--- src/rtl/hilo_div.sv ---
// Multi-cycle radix-2 restoring divider for DIV/DIVU, one quotient bit per clock.
// Drives the HI/LO write port: remainder on hi_o, quotient on lo_o.
module hilo_div #(
  parameter int unsigned DW = 32
) (
  input  logic          clk,
  input  logic          rst,
  input  logic          start_i,
  input  logic          signed_i,
  input  logic [DW-1:0] opdata1_i,
  input  logic [DW-1:0] opdata2_i,
  input  logic          annul_i,
  output logic          busy_o,
  output logic          ready_o,
  output logic          hilo_we_o,
  output logic [DW-1:0] hi_o,
  output logic [DW-1:0] lo_o
);

  localparam int unsigned CntW = (DW > 1) ? $clog2(DW) : 1;
  localparam int unsigned WW   = 2 * DW + 1;

  typedef enum logic [1:0] {
    StIdle,
    StDzero,
    StDiv,
    StDone
  } state_e;

  state_e          state_q, state_d;
  logic [CntW-1:0] cnt_q, cnt_d;
  logic [WW-1:0]   work_q, work_d;
  logic [DW-1:0]   divisor_q, divisor_d;
  logic            quot_neg_q, quot_neg_d;
  logic            rem_neg_q, rem_neg_d;
  logic [DW-1:0]   hi_q, hi_d;
  logic [DW-1:0]   lo_q, lo_d;

  logic            op1_neg, op2_neg;
  logic [DW-1:0]   op1_abs, op2_abs;
  logic [WW-1:0]   shifted;
  logic [DW+1:0]   trial;
  logic [WW-1:0]   step;
  logic [DW-1:0]   quot_raw, rem_raw;
  logic [DW-1:0]   quot_fix, rem_fix;

  assign op1_neg = signed_i & opdata1_i[DW-1];
  assign op2_neg = signed_i & opdata2_i[DW-1];
  assign op1_abs = op1_neg ? (-opdata1_i) : opdata1_i;
  assign op2_abs = op2_neg ? (-opdata2_i) : opdata2_i;

  // One restoring step: shift, trial-subtract from the upper DW+1 bits, keep if non-negative.
  assign shifted  = work_q << 1;
  assign trial    = {1'b0, shifted[WW-1:DW]} - {2'b00, divisor_q};
  assign step     = trial[DW+1] ? shifted : {trial[DW:0], shifted[DW-1:1], 1'b1};
  assign quot_raw = step[DW-1:0];
  assign rem_raw  = step[2*DW-1:DW];
  assign quot_fix = quot_neg_q ? (-quot_raw) : quot_raw;
  assign rem_fix  = rem_neg_q ? (-rem_raw) : rem_raw;

  always_comb begin
    state_d    = state_q;
    cnt_d      = cnt_q;
    work_d     = work_q;
    divisor_d  = divisor_q;
    quot_neg_d = quot_neg_q;
    rem_neg_d  = rem_neg_q;
    hi_d       = hi_q;
    lo_d       = lo_q;

    unique case (state_q)
      StIdle: begin
        if (start_i && !annul_i) begin
          quot_neg_d = op1_neg ^ op2_neg;
          rem_neg_d  = op1_neg;
          divisor_d  = op2_abs;
          cnt_d      = '0;
          if (opdata2_i == '0) begin
            // Divide-by-zero reports the raw dividend, so keep it unmodified.
            work_d  = {{(DW+1){1'b0}}, opdata1_i};
            state_d = StDzero;
          end else begin
            work_d  = {{(DW+1){1'b0}}, op1_abs};
            state_d = StDiv;
          end
        end
      end
      StDzero: begin
        if (annul_i) begin
          state_d = StIdle;
        end else begin
          hi_d    = work_q[DW-1:0];
          lo_d    = '1;
          state_d = StDone;
        end
      end
      StDiv: begin
        if (annul_i) begin
          state_d = StIdle;
        end else begin
          work_d = step;
          cnt_d  = cnt_q + CntW'(1);
          if (cnt_q == CntW'(DW - 1)) begin
            hi_d    = rem_fix;
            lo_d    = quot_fix;
            cnt_d   = '0;
            state_d = StDone;
          end
        end
      end
      StDone: begin
        state_d = StIdle;
      end
      default: begin
        state_d = StIdle;
      end
    endcase
  end

  always_ff @(posedge clk or negedge rst) begin
    if (!rst) begin
      state_q    <= StIdle;
      cnt_q      <= '0;
      work_q     <= '0;
      divisor_q  <= '0;
      quot_neg_q <= 1'b0;
      rem_neg_q  <= 1'b0;
      hi_q       <= '0;
      lo_q       <= '0;
    end else begin
      state_q    <= state_d;
      cnt_q      <= cnt_d;
      work_q     <= work_d;
      divisor_q  <= divisor_d;
      quot_neg_q <= quot_neg_d;
      rem_neg_q  <= rem_neg_d;
      hi_q       <= hi_d;
      lo_q       <= lo_d;
    end
  end

  assign busy_o    = ((state_q == StIdle) && start_i && !annul_i) ||
                     (state_q == StDzero) || (state_q == StDiv);
  assign ready_o   = (state_q == StDone);
  assign hilo_we_o = ready_o;
  assign hi_o      = hi_q;
  assign lo_o      = lo_q;

endmodule
--- config.mk ---
export PLATFORM = sky130hd
export DESIGN_NAME = hilo_div
export DESIGN_NICKNAME = d
export VERILOG_FILES = /design/src/rtl/hilo_div.sv
export SDC_FILE = /design/constraint.sdc
export NUM_CORES = 1
export LEC_CHECK = 0
export ABC_AREA = 1
export BUFFER_PORTS_ARGS = -buffer_cell sky130_fd_sc_hd__buf_4
export CAP_MARGIN = 5
export CORE_MARGIN = 2
export CORE_UTILIZATION = 56
export CTS_BUF_LIST = sky130_fd_sc_hd__clkbuf_4 sky130_fd_sc_hd__clkbuf_8
export CTS_CLUSTER_SIZE = 40
export DETAILED_ROUTE_END_ITERATION = 16
export HOLD_SLACK_MARGIN = 0.03
export PLACE_DENSITY = 0.79
export SYNTH_ARGS = -nofsm -noshare
export SYNTH_HDL_FRONTEND = slang
export SYNTH_SLANG_ARGS = --single-unit
--- constraint.sdc ---
create_clock -name clk -period 3.6 [get_ports clk]
set_input_delay 0.18 -clock clk [delete_from_list [all_inputs] [get_ports clk]]
set_output_delay 0.18 -clock clk [all_outputs]
set_load 0.02 [all_outputs]
==> results of run 1 <==
[metal layers]
layer | vias up | routed length (um) | part of all wire [%] | global-route usage [%]
li1 | 7229 | - | - | -
met1 | 7072 | 20500 | 42 | 52.3
met2 | 770 | 21500 | 44 | 58.3
met3 | 106 | 5370 | 11 | 10.3
met4 | 0 | 1750 | 3.6 | 13.4
met5 | - | 0 | 0 | 0
[stage by stage]
stage	setup TNS (ns)	hold slack (ns)	util [%]
6_report	-0.0554	0.0405	69.8
5_1_grt	-0.482	0.0483	69.8
4_1_cts	0	0.0327	68.4
3_5_place_dp	-0.310	0.307	64.5
3_3_place_gp	0	0.308	64.5
2_1_floorplan	0	-0.116	-
[layout by cell type (no fill, tap or decap), types with 17 or more instances in the layout]
cell type,count
a21oi_1,98
nor2_2,23
inv_2,19
nor2_1,153
nand3_1,113
xnor2_1,25
nand2_1,572
nand4_1,27
o21ai_0,153
ha_1,21
nand2_2,49
dfrtp_1,169
inv_1,292
xor2_1,42
o22ai_1,18
ha_4,19
nor3_1,37
o21ai_1,20
buf_4,280
clkbuf_8,17
[critical path: cells and delay by family (launching register included)]
family          cells  cell delay [ns]
compound gates      4             0.61
flops               1             0.46
buf+inv            15             1.63
fa+ha+maj           2             0.46
simple gates        4             0.44
[state kept, by name, indices dropped and copies added, names as in the netlist]
signal      count
hi_o           32
state_q         2
work_q         64
cnt_q           5
quot_neg_q      1
divisor_q      32
lo_o           32
rem_neg_q       1
[final cells by class]
cell class | instances | area, um2 | area share (%)
clock buffers | 17 | 234 | 1.38
clock inverters | 15 | 174 | 1.03
inverters | 316 | 1190 | 7.02
multi-input cells | 1529 | 8380 | 49.5
flip-flops and latches | 169 | 4230 | 25.0
well taps | 324 | 405 | 2.39
repair buffers | 300 | 2320 | 13.7
[kinds of logic (layout without fill, tap and decap cells)]
kind of cell | count (synthesis) | in the layout
compound gates | 379 | 379
xor+xnor | 67 | 67
fa+ha+maj | 43 | 43
buf+inv | 391 | 648
flops | 169 | 169
simple gates | 1040 | 1040
[how the worst max path moves through the flow]
| stage | startpoint | end | slack, ns | depth (start not counted) |
|---|---|---|---|---|
| floorplan | work_q[35] | lo_o[30] | 0.06 | 31 |
| global placement | work_q[55] | lo_o[28] | 0.05 | 24 |
| detailed placement | work_q[38] | lo_o[28] | -0.07 | 27 |
| CTS | work_q[50] | lo_o[26] | 0.006 | 27 |
| global route | divisor_q[5] | lo_o[26] | -0.12 | 29 |
| finish | work_q[54] | lo_o[4] | -0.06 | 25 |
[what timing repair did]
action	4_1_cts	5_1_grt
endpoints found under the setup margin	5	32
pin swaps	9	9
buffers inserted	29	12
hold buffers	14	0
hold endpoints to repair	105	0
gates resized for setup	27	60
==> impl_metrics.csv, run 1 <==
group,metric,value,unit
clock_network,cts_tree,"yes",
setup_path,reg2reg_to,"lo_o[4]",
synthesis,yosys.area.top_type,"dfrtp_1",
die,start_util,56.7,%
timing,fin_crit,3.66,ns
synthesis,yosysUniqueCellTypes,58,
setup_path,cp-start-kind,"flop",
finish,finalNonFillerCells,2670,
synthesis,ys_seq_area_share,30.8,%
route,wl_per_cell,18.4,um
timing,period_share,102,%
timing,slew_viol_final,0,
die,pin_count,136,
global_routing,grt_pass1_vias,14424,
synthesis,yosys-top-cells-count,"nand2_1 (587), inv_1 (303), dfrtp_1 (169)",
placement,dp.final_hpwl,37.2,mm
synthesis,netlist_area,13800,um2
route,dr.pass1.iters,5,
clock_network,htreeDepth,4,
synthesis,synth-edff-count,0,
hold_path,worst_hold_path_type,"input pin to flop",
setup_path,worstPathMaxFanout,3,
die,fp.coreArea,24200,um2
synthesis,avgSynthCellArea,6.58,um2
global_routing,antenna_found_initial,1,
die,row_count,57,
setup_path,arrival,4.08,ns
clock_network,cts_buffer_depth,2,
clock_network,clkLatencyLatePin,0.49,ns
route,vias_per_cell,5.68,
hold_path,hp-start,"opdata2_i[23]",
setup_path,slowest_delay,0.46,ns
timing,rsz0062_at_grt,"yes",
timing,setup_ws,-0.0554,ns
clock_network,clock-root-buffer,"clkbuf_8",
synthesis,async_flop_share,100,%
synthesis,yosysWarnings,0,
finish,fin_area,16900,um2
run,maxCapViolCount,0,
timing,skew,0.0181,ns
synthesis,synth_area_leaders,"dfrtp_1 (31%), nand2_1 (16%), inv_1 (8.3%), o21ai_0 (5.8%), nor2_1 (4.3%)",
status,status,"finished, violations left",
die,die_y,161,um
global_routing,grt_pass1_wl,76.9,mm
timing,final-hold-violation-count,0,
route,drt.antenna.violating_nets,0,
setup_path,setup.worst_path.class,"flop to flop",
setup_path,r2r-start,"work_q[54]",
route,drcViolationCount,0,
global_routing,grt_usage,38.1,%
die,die_area,25800,um2
finish,antenna_cells,0,
setup_path,r2r_setup_slack,-0.06,ns
setup_path,cp-end-kind,"flop",
synthesis,synth_top_area_share,30.8,%
global_routing,grt_remaining_overflow,0,
global_routing,grt_max_degree,95,
route,routed_wl,49.0,mm
placement,place_area,15600,um2
finish,layout-drive-gt1-share,21.1,%
timing,fmax,0.274,GHz
timing,slew_headroom,39.6,%
setup_path,crit_path_top_delay_cell,"dfrtp_1",
setup_path,required,4.03,ns
clock_network,numClockSinks,169,
clock_network,cts_buffers,17,
finish,area_delta_synth_final,23.1,%
clock_network,clk_pin_slew_worst_paths,0.10,ns
timing,setup_viol,1,
synthesis,synth_top_family_by_area,"simple AND/OR/NAND/NOR gates",
placement,gp_congestion,1.04,
die,dieWidth,161,um
route,first_iter_violations,1669,
setup_path,reg2regPathDepth,25,
synthesis,synth_cells,2089,
finish,fillers,2114,
placement,dp_cells,2583,
synthesis,muxShareOfSynthArea,0,%
synthesis,synth_xor_area_share,4.27,%
placement,pre_cts_slack,-0.0691,ns
placement,portBuffers,135,
timing,worst_pin_slew,0.905,ns
synthesis,synth_simple_gate_area_share,33.7,%
finish,fin_nets,2445,
synthesis,synthAdderAreaFrac,3.97,%
synthesis,yosysMostFrequentCell,"nand2_1",
synthesis,synth_compound_area_share,15.9,%
status,violations,"setup timing",
synthesis,synth-main-ff-cell,"dfrtp_1",
hold_path,hold_depth,3,
synthesis,syn_nets,2201,
hold_path,holdPathEnd,"divisor_q[23]",
route,num_vias,15177,
synthesis,ys_seq_elements,169,
setup_path,cp_common_cell,"buf_4",
Power of run 1 is left out: the tool's default activity adds up to more than one toggle a clock period on the data nets, which glitch-free logic cannot reach.
==> run 2: changes to the inputs <==
--- a/config.mk
+++ b/config.mk
@@ -7,7 +7,7 @@
 export LEC_CHECK = 0
 export ABC_AREA = 1
 export BUFFER_PORTS_ARGS = -buffer_cell sky130_fd_sc_hd__buf_4
-export CAP_MARGIN = 5
+export CAP_MARGIN = 20
 export CORE_MARGIN = 2
 export CORE_UTILIZATION = 56
 export CTS_BUF_LIST = sky130_fd_sc_hd__clkbuf_4 sky130_fd_sc_hd__clkbuf_8
@@ -15,6 +15,8 @@
 export DETAILED_ROUTE_END_ITERATION = 16
 export HOLD_SLACK_MARGIN = 0.03
 export PLACE_DENSITY = 0.79
+export RECOVER_POWER = 50
+export SLEW_MARGIN = 40
 export SYNTH_ARGS = -nofsm -noshare
 export SYNTH_HDL_FRONTEND = slang
 export SYNTH_SLANG_ARGS = --single-unit
==> impl_metrics.csv, run 2 (synthesized netlist as in run 1, its figures left out) <==
group,metric,value,unit
setup_path,arrival,4.10,ns
global_routing,grt_pass1_vias,14424,
global_routing,grt_max_degree,95,
timing,slew_headroom,-56.4,%
clock_network,numClockSinks,169,
global_routing,use_met2,58.3,%
setup_path,crit_family,"buffers and inverters",
timing,holdWs,0.0490,ns
setup_path,slowest_delay,0.46,ns
timing,setup_viol,1,
timing,final-hold-violation-count,0,
clock_network,cts_tree,"yes",
timing,rsz0062_at_grt,"yes",
hold_path,hold_depth,3,
die,die_y,161,um
setup_path,setup.worst_path.class,"flop to flop",
route,wl_per_cell,18.4,um
route,num_vias,15212,
finish,fin_nets,2445,
placement,dp.final_hpwl,37.2,mm
clock_network,clkLatencyLatePin,0.50,ns
clock_network,clk_pin_slew_worst_paths,0.10,ns
timing,fin_crit,3.67,ns
route,vias_per_cell,5.70,
status,status,"finished, violations left",
setup_path,startpoint,"work_q[54]",
placement,gp_congestion,1.04,
global_routing,grt_pass1_wl,76.9,mm
clock_network,cts_buffers,17,
setup_path,cp_common_cell,"buf_4",
route,first_iter_violations,1573,
finish,final_common_cell,"nand2_1",
setup_path,required,4.03,ns
setup_path,critPathBufInv,15,
die,pin_count,136,
timing,setup_tns,-0.0692,ns
placement,portBuffers,135,
clock_network,htreeDepth,4,
route,dr.pass1.iters,6,
timing,worst_pin_slew,2.35,ns
clock_network,clock-root-buffer,"clkbuf_8",
finish,final_cell_mix,"nand2_1 (572), inv_1 (290), buf_4 (222)",
setup_path,cp-start-kind,"flop",
global_routing,top_usage_layer,"met2",
hold_path,hp-start,"opdata2_i[15]",
die,start_util,56.7,%
die,fp.coreArea,24200,um2
setup_path,reg2regPathDepth,25,
finish,layout-drive-gt1-share,18.7,%
timing,slew_viol_final,94,
global_routing,gr-usage-met1,52.3,%
setup_path,crit_path_top_delay_cell,"dfrtp_1",
clock_network,cts_buffer_depth,2,
route,drt.antenna.violating_nets,0,
route,routed_wl,49.1,mm
finish,antenna_cells,0,
setup_path,worstPathMaxFanout,3,
die,die_area,25800,um2
route,drcViolationCount,0,
global_routing,antenna_found_initial,1,
die,dieWidth,161,um
die,row_count,57,
timing,fmax,0.273,GHz
hold_path,worst_hold_path_type,"input pin to flop",
status,violations,"capacitance limit, slew limit, setup timing",
finish,largest_reg_flops,64,
timing,period_share,102,%
setup_path,cp-end-kind,"flop",
global_routing,grt_usage,38.1,%
setup_path,critical_path_cell_count,25,
timing,skew,0.0206,ns
setup_path,r2r-start,"work_q[54]",
global_routing,grt_util_met3,10.3,%
finish,area_delta_synth_final,21.5,%
global_routing,grt_remaining_overflow,0,
timing,setup_ws,-0.0692,ns
run,maxCapViolCount,1,
finish,max_flop_register,"work_q",
-- run 2: cell count changes in the layout (fill, tap and decap cells not counted), sizes merged --
| cell | before | now |
|---|---|---|
| buf | 286 | 227 |
| clkbuf | 17 | 76 |
-- run 2: through the flow --
stage / cells / worst slack, ns / util [%] / area (um2)
after floorplan: 2089 / 0.0553 / - / 13800
after global placement: 2583 / 0.0523 / 64.5 / 15600
after detailed placement: 2583 / -0.0691 / 64.5 / 15600
after CTS: 2658 / 0.00624 / 68.4 / 16600
after global routing: 2670 / -0.111 / 68.9 / 16700
final: 2670 / -0.0692 / 68.9 / 16700
-- run 2: worst min-delay path, cell delays in order --
cell	delay [ns]
buf_4	0.10
xnor2_1	0.14
o21ai_0	0.08
-- run 2: area by class of cell --
cell class                      instances  area (um2)
Multi-Input combinational cell       1529        8380
Fill cell                            2157        7550
Sequential cell                       169        4230
Timing Repair Buffer                  300        2090
Inverter                              316        1190
Tap cell                              324         405
Clock buffer                           17         234
Clock inverter                         15         174
-- run 2: final timing paths --
path,end,slack [ns]
max,lo_o[4],-0.07
min,divisor_q[15],0.05
max reg2reg,lo_o[4],-0.07
min reg2reg,hi_o[13],0.49
max in group asynchronous,work_q[6],1.24
min in group asynchronous,hi_o[15],0.95
-- run 2: routing by layer --
layer | part of all wire (%) | up-vias
met5 | 0 | -
met4 | 3.6 | 0
met3 | 10 | 109
met2 | 44 | 758
met1 | 42 | 7114
li1 | - | 7231
-- run 2: repair_timing --
item | in CTS | in global routing
hold buffers | 14 | 0
hold endpoints to repair | 105 | 0
setup buffers | 29 | 12
pin swaps | 9 | 8
setup endpoints to repair | 5 | 32
resized for setup | 27 | 60
Power of run 2 is left out for the same reason.
==> run 3: changes to the inputs <==
--- a/config.mk
+++ b/config.mk
@@ -8,8 +8,10 @@
 export ABC_AREA = 1
 export BUFFER_PORTS_ARGS = -buffer_cell sky130_fd_sc_hd__buf_4
 export CAP_MARGIN = 20
+export CELL_PAD_IN_SITES_DETAIL_PLACEMENT = 1
+export CELL_PAD_IN_SITES_GLOBAL_PLACEMENT = 2
 export CORE_MARGIN = 2
-export CORE_UTILIZATION = 56
+export CORE_UTILIZATION = 31
 export CTS_BUF_LIST = sky130_fd_sc_hd__clkbuf_4 sky130_fd_sc_hd__clkbuf_8
 export CTS_CLUSTER_SIZE = 40
 export DETAILED_ROUTE_END_ITERATION = 16
==> impl_metrics.csv, run 3 (synthesized netlist as in run 1, its figures left out) <==
group,metric,value,unit
global_routing,antenna_found_initial,6,
clock_network,clk_pin_slew_worst_paths,0.11,ns
hold_path,worst_hold_path_type,"input pin to flop",
setup_path,required,4.09,ns
timing,worst_pin_slew,1.79,ns
finish,final_cell_mix,"nand2_1 (558), buf_4 (277), inv_1 (275)",
die,start_util,31.2,%
die,fp.coreArea,44000,um2
route,first_iter_violations,763,
finish,final_common_cell,"nand2_1",
timing,period_share,97.3,%
finish,max_flop_register,"work_q",
global_routing,grt_max_degree,91,
clock_network,cts_buffers,17,
route,routed_wl,59.6,mm
route,drcViolationCount,0,
finish,area_delta_synth_final,28.0,%
timing,slew_headroom,-19.4,%
setup_path,slowest_delay,0.41,ns
clock_network,clkLatencyLatePin,0.55,ns
timing,fmax,0.286,GHz
timing,rsz0062_at_grt,"yes",
clock_network,cts_buffer_depth,2,
clock_network,clock-root-buffer,"clkbuf_8",
setup_path,setup.worst_path.class,"flop to flop",
placement,dp.final_hpwl,45.7,mm
timing,slew_viol_final,63,
clock_network,cts_tree,"yes",
global_routing,grt_pass1_wl,91.9,mm
clock_network,htreeDepth,4,
setup_path,cp-start-kind,"flop",
die,die_area,46100,um2
finish,fin_nets,2487,
die,pin_count,136,
global_routing,grt_usage,25.8,%
route,wl_per_cell,20.0,um
placement,gp_congestion,0.910,
timing,fin_crit,3.50,ns
placement,portBuffers,135,
status,violations,"capacitance limit, slew limit",
die,dieWidth,215,um
finish,layout-drive-gt1-share,22.4,%
placement,dp_cells,2881,
route,vias_per_cell,5.08,
status,status,"finished, violations left",
die,die_y,215,um
placement,pre_cts_slack,-0.0302,ns
setup_path,worstPathMaxFanout,3,
timing,final-hold-violation-count,0,
die,row_count,77,
setup_path,cp-end-kind,"flop",
global_routing,grt_remaining_overflow,0,
route,dr.pass1.iters,8,
timing,setup_viol,0,
setup_path,crit_path_top_delay_cell,"dfrtp_1",
route,drt.antenna.violating_nets,0,
run,maxCapViolCount,1,
finish,finalNonFillerCells,2982,
timing,setup_ws,0.0981,ns
finish,largest_reg_flops,64,
timing,skew,0.0162,ns
global_routing,grt_pass1_vias,15887,
setup_path,arrival,3.99,ns
route,num_vias,15162,
clock_network,numClockSinks,169,
finish,final_core_util,40.0,%
[run 3: cell count changes in the layout (fill, tap and decap cells not counted), moves of 5 or more]
cell,delta
nand2_1,-14
nand2_2,+13
ha_1,-9
clkbuf_1,-28
buf_4,+55
ha_2,+5
inv_2,+15
dlygate4sd3_1,+14
inv_8,-5
inv_1,-15
[run 3: metal layers]
metal,track usage [%],vias up,wire (um)
li1,-,7299,-
met3,2.38,53,2080
met2,43.4,314,28500
met1,35.1,7496,27800
met4,7.85,0,1240
met5,0,-,0
[run 3: path summary, 6_finish.rpt]
check,startpoint,endpoint,slack (ns),depth (start not counted)
max,divisor_q[10],lo_o[18],0.1,31
min,opdata1_i[10],work_q[10],0.05,4
max reg2reg,divisor_q[10],lo_o[18],0.1,31
min reg2reg,hi_o[23],hi_o[23],0.49,2
max in group asynchronous,rst,hi_o[18],0.74,3
min in group asynchronous,rst,cnt_q[1],0.65,2
[run 3: metrics by stage]
step                      instance area, um2  hold slack, ns  TNS [ns]
final                                  17600          0.0484         0
after floorplan                        13800          -0.116         0
after global routing                   17600          0.0817    -0.281
after detailed placement               16200           0.261   -0.0510
after CTS                              17400          0.0318         0
after global placement                 16200           0.253         0
[run 3: cell type report]
class                           instances  area (um2)
Antenna cell                            2        5.00
Clock buffer                           18         241
Clock inverter                         14         163
Fill cell                            5712       26400
Inverter                              316        1190
Multi-Input combinational cell       1529        8480
Sequential cell                       169        4230
Tap cell                              592         741
Timing Repair Buffer                  342        2550
[run 3: worst max-delay path, delay by kind of cell (launching register included)]
family | cells | cell delay (ns)
flops | 1 | 0.41
compound gates | 3 | 0.33
fa+ha+maj | 2 | 0.34
simple gates | 16 | 1.52
buf+inv | 10 | 0.84
[run 3: timing repair]
| action | CTS | global route |
|---|---|---|
| pin swaps | 21 | 31 |
| buffers inserted | 22 | 17 |
| gates resized for setup | 49 | 76 |
| hold buffers | 28 | 0 |
| endpoints found under the setup margin | 5 | 32 |
| hold endpoints to repair | 87 | 0 |
Power of run 3 is left out for the same reason.
